<file path="src/rtl/muldiv_scheduler.sv">
// Two-requester front end for one shared iterative multiply/divide unit.
// A round-robin arbiter picks one request. Degenerate cases (rd==0,
// divide by zero, signed overflow) resolve locally. All other requests go
// through the unit's start/done handshake. Exactly one transaction is in
// flight at a time, and the result returns on the winner's response channel.
module muldiv_scheduler #(
  parameter int XLEN  = 32,
  parameter int REG_W = 5
) (
  input  logic             clk,
  input  logic             reset,
  input  logic             req0_valid,
  output logic             req0_ready,
  input  logic [2:0]       req0_op,
  input  logic [XLEN-1:0]  req0_rs1,
  input  logic [XLEN-1:0]  req0_rs2,
  input  logic [REG_W-1:0] req0_rd,
  input  logic             req1_valid,
  output logic             req1_ready,
  input  logic [2:0]       req1_op,
  input  logic [XLEN-1:0]  req1_rs1,
  input  logic [XLEN-1:0]  req1_rs2,
  input  logic [REG_W-1:0] req1_rd,
  output logic             rsp0_valid,
  input  logic             rsp0_ready,
  output logic [REG_W-1:0] rsp0_rd,
  output logic [XLEN-1:0]  rsp0_data,
  output logic             rsp1_valid,
  input  logic             rsp1_ready,
  output logic [REG_W-1:0] rsp1_rd,
  output logic [XLEN-1:0]  rsp1_data,
  output logic             unit_start,
  output logic [2:0]       unit_op,
  output logic [XLEN-1:0]  unit_rs1,
  output logic [XLEN-1:0]  unit_rs2,
  input  logic             unit_done,
  input  logic [XLEN-1:0]  unit_result
);

  typedef enum logic [1:0] {IDLE, ISSUE, WAIT, RESP} state_t;

  localparam logic [2:0] OP_DIV  = 3'b100;
  localparam logic [2:0] OP_DIVU = 3'b101;
  localparam logic [2:0] OP_REM  = 3'b110;
  localparam logic [2:0] OP_REMU = 3'b111;

  state_t           state;
  logic             rr_ptr;
  logic             grant_p0;
  logic [2:0]       op_p0;
  logic [XLEN-1:0]  rs1_p0;
  logic [XLEN-1:0]  rs2_p0;
  logic [REG_W-1:0] rd_p0;
  logic [XLEN-1:0]  data_p0;

  logic             win_vld;
  logic             win_id;
  logic [2:0]       win_op;
  logic [XLEN-1:0]  win_rs1;
  logic [XLEN-1:0]  win_rs2;
  logic [REG_W-1:0] win_rd;
  logic [XLEN:0]    fast;
  logic             accept;

  // Returns {hit, data} for requests that can finish without the unit.
  // Checks are ordered so that the first matching case wins.
  function automatic logic [XLEN:0] fast_path(input logic [2:0]       op,
                                              input logic [XLEN-1:0]  rs1,
                                              input logic [XLEN-1:0]  rs2,
                                              input logic [REG_W-1:0] rd);
    logic signed [XLEN-1:0] s_rs1;
    logic signed [XLEN-1:0] s_rs2;
    logic signed [XLEN-1:0] s_min;
    logic                   ovf;
    s_rs1 = $signed(rs1);
    s_rs2 = $signed(rs2);
    s_min = $signed({1'b1, {(XLEN-1){1'b0}}});
    ovf   = (s_rs1 == s_min) && (s_rs2 == -1);
    if (rd == '0)
      return {1'b1, {XLEN{1'b0}}};
    else if ((op == OP_DIV || op == OP_DIVU) && rs2 == '0)
      return {1'b1, {XLEN{1'b1}}};
    else if ((op == OP_REM || op == OP_REMU) && rs2 == '0)
      return {1'b1, rs1};
    else if (op == OP_DIV && ovf)
      return {1'b1, s_min};
    else if (op == OP_REM && ovf)
      return {1'b1, {XLEN{1'b0}}};
    else
      return {1'b0, {XLEN{1'b0}}};
  endfunction

  // Round-robin arbitration: the pointer's requester wins if valid, else the other.
  always_comb begin
    win_vld = req0_valid | req1_valid;
    win_id  = rr_ptr;
    if (rr_ptr ? !req1_valid : !req0_valid)
      win_id = ~rr_ptr;
    win_op  = win_id ? req1_op  : req0_op;
    win_rs1 = win_id ? req1_rs1 : req0_rs1;
    win_rs2 = win_id ? req1_rs2 : req0_rs2;
    win_rd  = win_id ? req1_rd  : req0_rd;
    fast    = fast_path(win_op, win_rs1, win_rs2, win_rd);
    accept  = (state == IDLE) && win_vld;
  end

  assign req0_ready = accept && !win_id;
  assign req1_ready = accept &&  win_id;

  // Transaction sequencer: accept, optional unit round-trip, respond.
  always_ff @(posedge clk) begin
    if (reset) begin
      state    <= IDLE;
      rr_ptr   <= 1'b0;
      grant_p0 <= 1'b0;
      op_p0    <= '0;
      rs1_p0   <= '0;
      rs2_p0   <= '0;
      rd_p0    <= '0;
      data_p0  <= '0;
    end else begin
      case (state)
        // p0: capture the winning request
        IDLE: begin
          if (accept) begin
            grant_p0 <= win_id;
            op_p0    <= win_op;
            rs1_p0   <= win_rs1;
            rs2_p0   <= win_rs2;
            rd_p0    <= win_rd;
            if (fast[XLEN]) begin
              data_p0 <= fast[XLEN-1:0];
              state   <= RESP;
            end else begin
              state   <= ISSUE;
            end
          end
        end
        ISSUE: state <= WAIT;
        WAIT: begin
          if (unit_done) begin
            data_p0 <= unit_result;
            state   <= RESP;
          end
        end
        RESP: begin
          if (grant_p0 ? rsp1_ready : rsp0_ready) begin
            rr_ptr <= ~grant_p0;
            state  <= IDLE;
          end
        end
        default: state <= IDLE;
      endcase
    end
  end

  assign unit_start = (state == ISSUE);
  assign unit_op    = op_p0;
  assign unit_rs1   = rs1_p0;
  assign unit_rs2   = rs2_p0;

  assign rsp0_valid = (state == RESP) && !grant_p0;
  assign rsp1_valid = (state == RESP) &&  grant_p0;
  assign rsp0_rd    = rd_p0;
  assign rsp1_rd    = rd_p0;
  assign rsp0_data  = data_p0;
  assign rsp1_data  = data_p0;

endmodule

</file>
<file path="config.mk">
export PLATFORM = sky130hd
export DESIGN_NAME = muldiv_scheduler
export DESIGN_NICKNAME = d
export VERILOG_FILES = /design/src/rtl/muldiv_scheduler.sv
export SDC_FILE = /design/constraint.sdc
export NUM_CORES = 1
export LEC_CHECK = 0
export CORE_AREA = 2 2 127 129
export CTS_CLUSTER_DIAMETER = 40
export DETAILED_ROUTE_END_ITERATION = 7
export DIE_AREA = 0 0 129 131
export GPL_ROUTABILITY_DRIVEN = 0
export PLACE_DENSITY = 0.81
export SETUP_SLACK_MARGIN = 0.1
export SLEW_MARGIN = 20
export SYNTH_ARGS = -nofsm -noshare
export SYNTH_HDL_FRONTEND = slang
export SYNTH_SLANG_ARGS = --single-unit
</file>
<file path="constraint.sdc">
create_clock -name clk -period 3.5 [get_ports clk]
set_clock_uncertainty 0.05 [all_clocks]
set_input_delay 0.7 -clock clk [delete_from_list [all_inputs] [get_ports clk]]
set_output_delay 0.7 -clock clk [all_outputs]
set_load 0.01 [all_outputs]
</file>
# Word level (Yosys, flattened, before mapping)
# Cells that the tools add are included.
word_totals:
  register_bits: 108
  in_bits: 183
  word_cells: 69
op_classes:
  bitwise_logic: 3
  reduce_logical: 24
  mux: 21
  n_eq_ne: 13
ops:
  columns: ["op", "count"]
  rows:
  - ["two-way mux 33 bit", 5]
  - ["two-way mux 32 bit", 5]
  - ["one-hot mux 32 bit (2 select lines)", 1]
  - ["== test 32 x 1 -> 1 bit, second input constant", 1]
  - ["== test 32 bit, second input constant", 1]
  - ["logical NOT 32 bit", 1]
  - ["== test 3 bit, second input constant", 4]
  - ["logical AND 1 bit", 10]
  - ["two-way mux 2 bit", 4]
  - ["inequality test 2 bit, second input constant", 4]
  - ["one-hot mux 2 bit (4 select lines)", 1]
  - ["logical NOT 5 bit", 1]
  - ["two-way mux 5 bit", 1]
  - ["== test 2 bit, second input constant", 2]
  - ["logical NOT 1 bit", 4]
  - ["AND reduction 2 bit", 2]
  - ["AND reduction 4 bit", 1]
  - ["two-way mux 1 bit", 3]
  - ["two-way mux 3 bit", 1]
  - ["AND reduction 3 bit", 1]
  - ["== test 2 x 1 -> 1 bit, second input constant", 1]
  - ["logical NOT 2 bit", 1]
  - ["logical OR 1 bit", 2]
  - ["NOT 1 bit", 2]
  - ["other kinds (2)", 2]

# Logic depth before layout (Yosys ltp)
# Gate-level depths: netlist (run 1).
depth:
  ltp_word: 15
  ltp_mapped: 10
  ltp_nobuf: 9

# Worst setup path after synthesis (run 1)
# Ideal clock, no wire load.
synth_path:
  path_kind: "input to output"
  start: "in req1_valid"
  end: "out req1_ready"
  slack_ps: 560
  n_path_buf: 4
  t_required_ps: 2750
  arrival_time_ps: 2190
  stages: 7
  path_cell_list: "nand2b_1 clkbuf_1 nand2_1 buf_1 buf_1 clkbuf_1 nor2_1"
synth_via:
  elab_chain_cells: 4
synth_rtl:
  columns: ["item", "line_no", "source"]
  rows:
  - ["start: declaration", "18", "input logic req1_valid,"]
  - ["logical NOT 1 bit", "97", "if (rr_ptr ? !req1_valid : !req0_valid)"]
  - ["two-way mux 1 bit (2 in series)", "97", null]
  - ["logical AND 1 bit *", "108", "assign req1_ready = accept && win_id;"]
  - ["end: declaration", "19", "output logic req1_ready,"]
# Every way passes the cells marked *; elsewhere a longest branch is shown, timed or not.

# Worst setup path after layout (run 1)
# Ends and elaborated chain as after synthesis.

==> results of run 1 <==
## layout make-up
type                            count  area [um^2]
Clock buffer                       10          239
Clock inverter                      6         38.8
Fill cell                        1369         5910
Inverter                            4         15.0
Multi-Input combinational cell    574         3390
Sequential cell                   108         2160
Tap cell                          216          270
Timing Repair Buffer              358         3570
## layer usage
layer,up-vias,wire [um],GRT usage
li1,3314,-,-
met1,3292,10200,0.348
met2,416,12200,0.481
met3,56,2220,0.0590
met4,0,808,0.126
met5,-,0,0
## cells by family (layout without fill, tap and decap cells)
group                      after synthesis  after routing  share of synthesized area
AOI/OAI and AO/OA                      127            127                      0.175
adders and majority gates                4              4                    0.00823
buffers and inverters                  103            378                     0.0925
DFF                                    108            108                      0.355
muxes                                   35             35                     0.0640
and+or+nand+nor                        408            408                      0.305
## final timing paths
check	cells after the start	end	from
hold reg to reg	2	unit_rs1[25]$_SDFFE_PP0P_	unit_rs1[25]$_SDFFE_PP0P_
setup / recovery	5	req1_ready	req1_valid
setup reg to reg	10	rsp0_data[7]$_SDFFE_PP0P_	rr_ptr$_SDFFE_PP0P_
hold / removal	2	unit_rs1[25]$_SDFFE_PP0P_	unit_rs1[25]$_SDFFE_PP0P_
## flip-flops by register name, indices dropped and copies added (netlist names)
register   flops
rsp0_rd        5
state          2
unit_rs1      32
rsp0_data     32
unit_rs2      32
grant_p0       1
unit_op        3
rr_ptr         1
## layout by cell type (no fill, tap or decap), types with 3 or more instances in the layout
cell | netlist | final
or4_1 | 6 | 6
nand4b_1 | 4 | 4
nor3_1 | 37 | 37
nand4_1 | 14 | 14
a21oi_1 | 37 | 37
nor4_1 | 25 | 25
dfxtp_1 | 108 | 108
nand2_1 | 48 | 47
a211oi_1 | 7 | 7
clkbuf_16 | 0 | 9
ha_1 | 4 | 4
mux2_2 | 31 | 31
clkdlybuf4s50_1 | 0 | 327
o21ai_0 | 3 | 3
mux2i_1 | 4 | 3
a211oi_2 | 29 | 29
nand3_1 | 44 | 44
a311oi_1 | 39 | 39
buf_4 | 40 | 26
clkinv_2 | 0 | 3
inv_1 | 4 | 4
nor4b_1 | 4 | 4
nor2_1 | 209 | 209
nor2b_1 | 5 | 4
buf_12 | 0 | 5
## repair_timing
item                                    4_1_cts  5_1_grt
hold buffers                                  0        0
resized for setup                             0        1
endpoints found under the setup margin        0        2
hold endpoints to repair                      0        0
## power by group
group	switching, mW	internal [mW]
Combinational	2.11	1.98
Clock	0.486	0.502
Sequential	0.291	1.68
Total	2.88	4.16
## synthesized netlist by cell type (3+ instances only)
| cell | count | area, um^2 |
|---|---|---|
| o21ai_0 | 3 | 15.0 |
| buf_1 | 4 | 15.0 |
| inv_1 | 4 | 15.0 |
| a21oi_1 | 37 | 185 |
| mux2_2 | 31 | 349 |
| buf_4 | 40 | 300 |
| dfxtp_1 | 108 | 2160 |
| a211oi_1 | 7 | 52.6 |
| nand4_1 | 14 | 87.6 |
| nor2_1 | 209 | 785 |
| ha_1 | 4 | 50.1 |
| a211oi_2 | 29 | 363 |
| nand4b_1 | 4 | 35.0 |
| mux2i_1 | 4 | 40.0 |
| nand3_1 | 44 | 220 |
| nand2_1 | 48 | 180 |
| nor4_1 | 25 | 156 |
| a311oi_1 | 39 | 342 |
| buf_2 | 3 | 15.0 |
| clkbuf_1 | 49 | 184 |
| buf_6 | 3 | 33.8 |
| nor2b_1 | 5 | 31.3 |
| or4_1 | 6 | 45.0 |
| nor3_1 | 37 | 185 |
| nor4b_1 | 4 | 35.0 |
## worst min-delay path, stage by stage, from the launching register on
cell and delay, ps:
dfxtp_1 310, nor2_1 90, nor3_1 50
==> impl_metrics.env, run 1 <==
export IMPL_htreeDepth=3
export IMPL_crit_type="input port to output port"
export IMPL_cts_root_buf="clkbuf_16"
export IMPL_finalCriticalPeriod_ps=3270
export IMPL_crit_top_cell="clkdlybuf4s50_1"
export IMPL_track_usage=0.283
export IMPL_syn_area_mm2=0.00608
export IMPL_cp_data_required_time_ps=2750
export IMPL_startpoint_type="input port"
export IMPL_setup_viol=0
export IMPL_cp_end_kind="output port"
export IMPL_die_w_um=129
export IMPL_relSlewSlack=0.541
export IMPL_die_area_mm2=0.0169
export IMPL_syn_area_per_cell_um2=7.75
export IMPL_crit_fanout=8
export IMPL_place_area_mm2=0.00941
export IMPL_finalInstanceArea_mm2=0.00969
export IMPL_drc=0
export IMPL_overflow=0
export IMPL_setup_tns_ps=0
export IMPL_hold_viol_final=0
export IMPL_critPathArrivalTime_ps=2520
export IMPL_finalMaxSlewViolations=0
export IMPL_floorplan_die_height_um=131
export IMPL_vias=7078
export IMPL_clkTransAtPathRegs_ps=70
export IMPL_routed_wl_um=25500
export IMPL_whs_ps=445
export IMPL_numCtsBuffers=9
export IMPL_rsz0062_at_grt="no"
export IMPL_drv_cap=0
export IMPL_worstMarginPinSlew_ps=688
export IMPL_grt_first_pass_wirelength_um=36500
export IMPL_cts_sinks=108
export IMPL_peakVddDrop_v=0.000420
export IMPL_dpl_hpwl_um=19600
export IMPL_r2r_setup_slack_ps=780
export IMPL_first_iter_violations=545
export IMPL_min_path_type="flip-flop to flip-flop"
export IMPL_stdcell_count=1276
export IMPL_port_buffers=328
export IMPL_grt_max_degree=81
export IMPL_synthFlopType="dfxtp_1"
export IMPL_cts_tree="yes"
export IMPL_clock_latency_ps=350
export IMPL_p_leak_nw=3.47
export IMPL_setup_ws_ps=233
export IMPL_synth_nets=972
export IMPL_synthArstFlopShare=0
export IMPL_synth_seq_cells=108
export IMPL_path_cells="clkdlybuf4s50_1 -> nand2b_1 -> nand2_4 -> nor2_1 -> clkdlybuf4s50_1"
export IMPL_rows=46
export IMPL_post_cts_buffers=0
export IMPL_grt_pass1_vias=6563
export IMPL_outcome="completed"
export IMPL_pwr_density_cell_mw_per_mm2=727
export IMPL_ys_warn_count=0
export IMPL_core_area_mm2=0.0156
export IMPL_slowest_delay_ps=580
export IMPL_post_route_util=0.621
export IMPL_fmax_mhz=306
export IMPL_avgViaCountPerCell=5.55
export IMPL_cp_top_family="buffers and inverters"
export IMPL_yosysSeqAreaShare=0.355
export IMPL_place_inst=1260
export IMPL_start_util=0.390
export IMPL_cp_num_buf_inv=2
export IMPL_yosys_cell_types_count=43
export IMPL_postSynthCellCount=785
export IMPL_finalPower_mw=7.05
export IMPL_period_share=0.933
export IMPL_drtAntennaViolNets=0
export IMPL_n_antenna_cell=0
export IMPL_wire_per_inst_um=20.0
export IMPL_drtPass1Iterations=5
export IMPL_syn2layout_area_growth_pct=59.2
export IMPL_synth_edf_count=0
export IMPL_io_pins=329
export IMPL_drive_gt1_frac=0.108
export IMPL_clock_path_buffers=2
export IMPL_layout_nets=1242
export IMPL_pre_cts_slack_ps=-103
export IMPL_antenna_found_initial=0
export IMPL_cpMaxStageDelayCell="clkdlybuf4s50_1"
No activity file was read; power rests on OpenSTA's default activity.
==> inputs of run 2 (changes only) <==
- clock period: 3.5 -> 3.24 ns (I/O delays scaled with it)
==> impl_metrics.env, run 2 (same netlist as run 1, synthesis figures left out) <==
export IMPL_start_util=0.390
export IMPL_track_usage=0.286
export IMPL_rows=46
export IMPL_htreeDepth=3
export IMPL_grt_first_pass_wirelength_um=36900
export IMPL_met3_length_um=2310
export IMPL_first_iter_violations=504
export IMPL_overflow=0
export IMPL_mostFrequentLayoutCells="327 x clkdlybuf4s50_1, 209 x nor2_1, 108 x dfxtp_1"
export IMPL_period_share=0.956
export IMPL_peakVddDrop_v=0.000417
export IMPL_worstReg2RegStart="rr_ptr$_SDFFE_PP0P_"
export IMPL_cp_end_kind="flip-flop"
export IMPL_layout_commonest_cell="clkdlybuf4s50_1"
export IMPL_grt_max_degree=86
export IMPL_startpoint_type="input port"
export IMPL_whs_ps=445
export IMPL_pwr_density_cell_mw_per_mm2=785
export IMPL_top_layer="met5"
export IMPL_setup_ws_ps=144
export IMPL_grt_pass1_vias=6747
export IMPL_drive_gt1_frac=0.141
export IMPL_relSlewSlack=0.628
export IMPL_core_area_mm2=0.0156
export IMPL_hold_path_depth=2
export IMPL_layout_nets=1274
export IMPL_min_path_type="flip-flop to flip-flop"
export IMPL_finalInstanceArea_mm2=0.0100
export IMPL_wire_per_inst_um=19.8
export IMPL_pre_cts_slack_ps=-311
export IMPL_crit_type="input port to flip-flop"
export IMPL_syn2layout_area_growth_pct=65.2
export IMPL_hold_start="unit_rs1[17]$_SDFFE_PP0P_"
export IMPL_floorplan_die_height_um=131
export IMPL_stdcell_count=1308
export IMPL_avgViaCountPerCell=5.51
export IMPL_rsz0062_at_grt="no"
export IMPL_hold_viol_final=0
export IMPL_vias=7213
export IMPL_n_antenna_cell=0
export IMPL_die_area_mm2=0.0169
export IMPL_worstMarginPinSlew_ps=553
export IMPL_routed_wl_um=25900
export IMPL_outcome="completed"
export IMPL_setup_tns_ps=0
export IMPL_finalPower_mw=7.89
export IMPL_dpl_hpwl_um=19700
export IMPL_fmax_mhz=323
export IMPL_whs_endpoint="unit_rs1[17]$_SDFFE_PP0P_"
export IMPL_clkTransAtPathRegs_ps=90
export IMPL_cts_sinks=108
export IMPL_wl_met2_um=12700
export IMPL_drc=0
export IMPL_drv_cap=0
export IMPL_drtAntennaViolNets=0
export IMPL_reg2reg_depth=9
export IMPL_place_area_mm2=0.00963
export IMPL_finalMaxSlewViolations=0
export IMPL_antenna_found_initial=2
export IMPL_cp_data_required_time_ps=3450
export IMPL_setup_viol=0
export IMPL_cts_tree="yes"
export IMPL_r2r_setup_slack_ps=660
export IMPL_p_leak_nw=3.70
export IMPL_cts_root_buf="clkbuf_16"
export IMPL_crit_fanout=16
export IMPL_finalCriticalPeriod_ps=3100
export IMPL_place_inst=1288
export IMPL_io_pins=329
export IMPL_die_w_um=129
export IMPL_clock_latency_ps=350
export IMPL_numCtsBuffers=9
export IMPL_postCtsHoldBufs=0
export IMPL_post_route_util=0.644
export IMPL_rr_endpoint="rsp0_data[1]$_SDFFE_PP0P_"
export IMPL_port_buffers=328
export IMPL_critPathArrivalTime_ps=3310
export IMPL_drtPass1Iterations=5
export IMPL_clock_path_buffers=2
export IMPL_wl_met1_um=10100
[run 2: cell types whose count changed in the layout (fill, tap and decap cells not counted), sizes merged]
cell,delta
buf,+30
clkinv,-3
clkbuf,+1
inv,+4
[run 2: repair_timing]
action / 4_1_cts / 5_1_grt
cloned: 0 / 2
endpoints found under the setup margin: 21 / 33
pin swaps: 1 / 3
setup buffers: 0 / 2
resized for setup: 0 / 9
[run 2: area by class of cell]
type | count | area [um^2]
fill | 1355 | 5550
multi-input combinational | 574 | 3440
tap | 216 | 270
sequential | 108 | 2160
clock buffer | 9 | 225
timing repair buffer | 390 | 3870
clock inverter | 7 | 66.3
inverter | 4 | 15.0
[run 2: critical path, stage by stage]
cell             delay, ps
clkdlybuf4s50_1        420
or4b_1                 560
or4_4                  580
nor4_4                 150
o22ai_2                130
a31oi_4                230
buf_12                 160
buf_12                 140
nor2_1                  50
a211oi_1               220
[run 2: routing by layer]
metal / vias up / track usage
li1: 3380 / -
met1: 3351 / 0.344
met2: 421 / 0.493
met3: 59 / 0.0664
met4: 2 / 0.123
met5: - / 0
[run 2: how the worst max path moves through the flow]
stage | from | endpoint | slack, ps | cells after the start
4_1_cts | req1_rs1[18] | rsp0_data[31]$_SDFFE_PP0P_ | 110 | 9
6_report | req1_rs1[18] | rsp0_data[1]$_SDFFE_PP0P_ | 140 | 10
5_1_grt | req1_rs1[7] | rsp0_data[1]$_SDFFE_PP0P_ | 70 | 10
2_1_floorplan | req1_rs1[18] | rsp0_data[11]$_SDFFE_PP0P_ | 400 | 7
3_5_place_dp | req1_rs1[18] | rsp0_data[0]$_SDFFE_PP0P_ | -310 | 9
3_3_place_gp | req0_rs2[28] | rsp0_data[1]$_SDFFE_PP0P_ | -370 | 10
[run 2: power breakdown]
group	internal [mW]	leakage, nW	switching, mW
Clock	0.545	0.138	0.572
Combinational	2.30	2.66	2.34
Sequential	1.82	0.894	0.313
Total	4.67	3.70	3.23
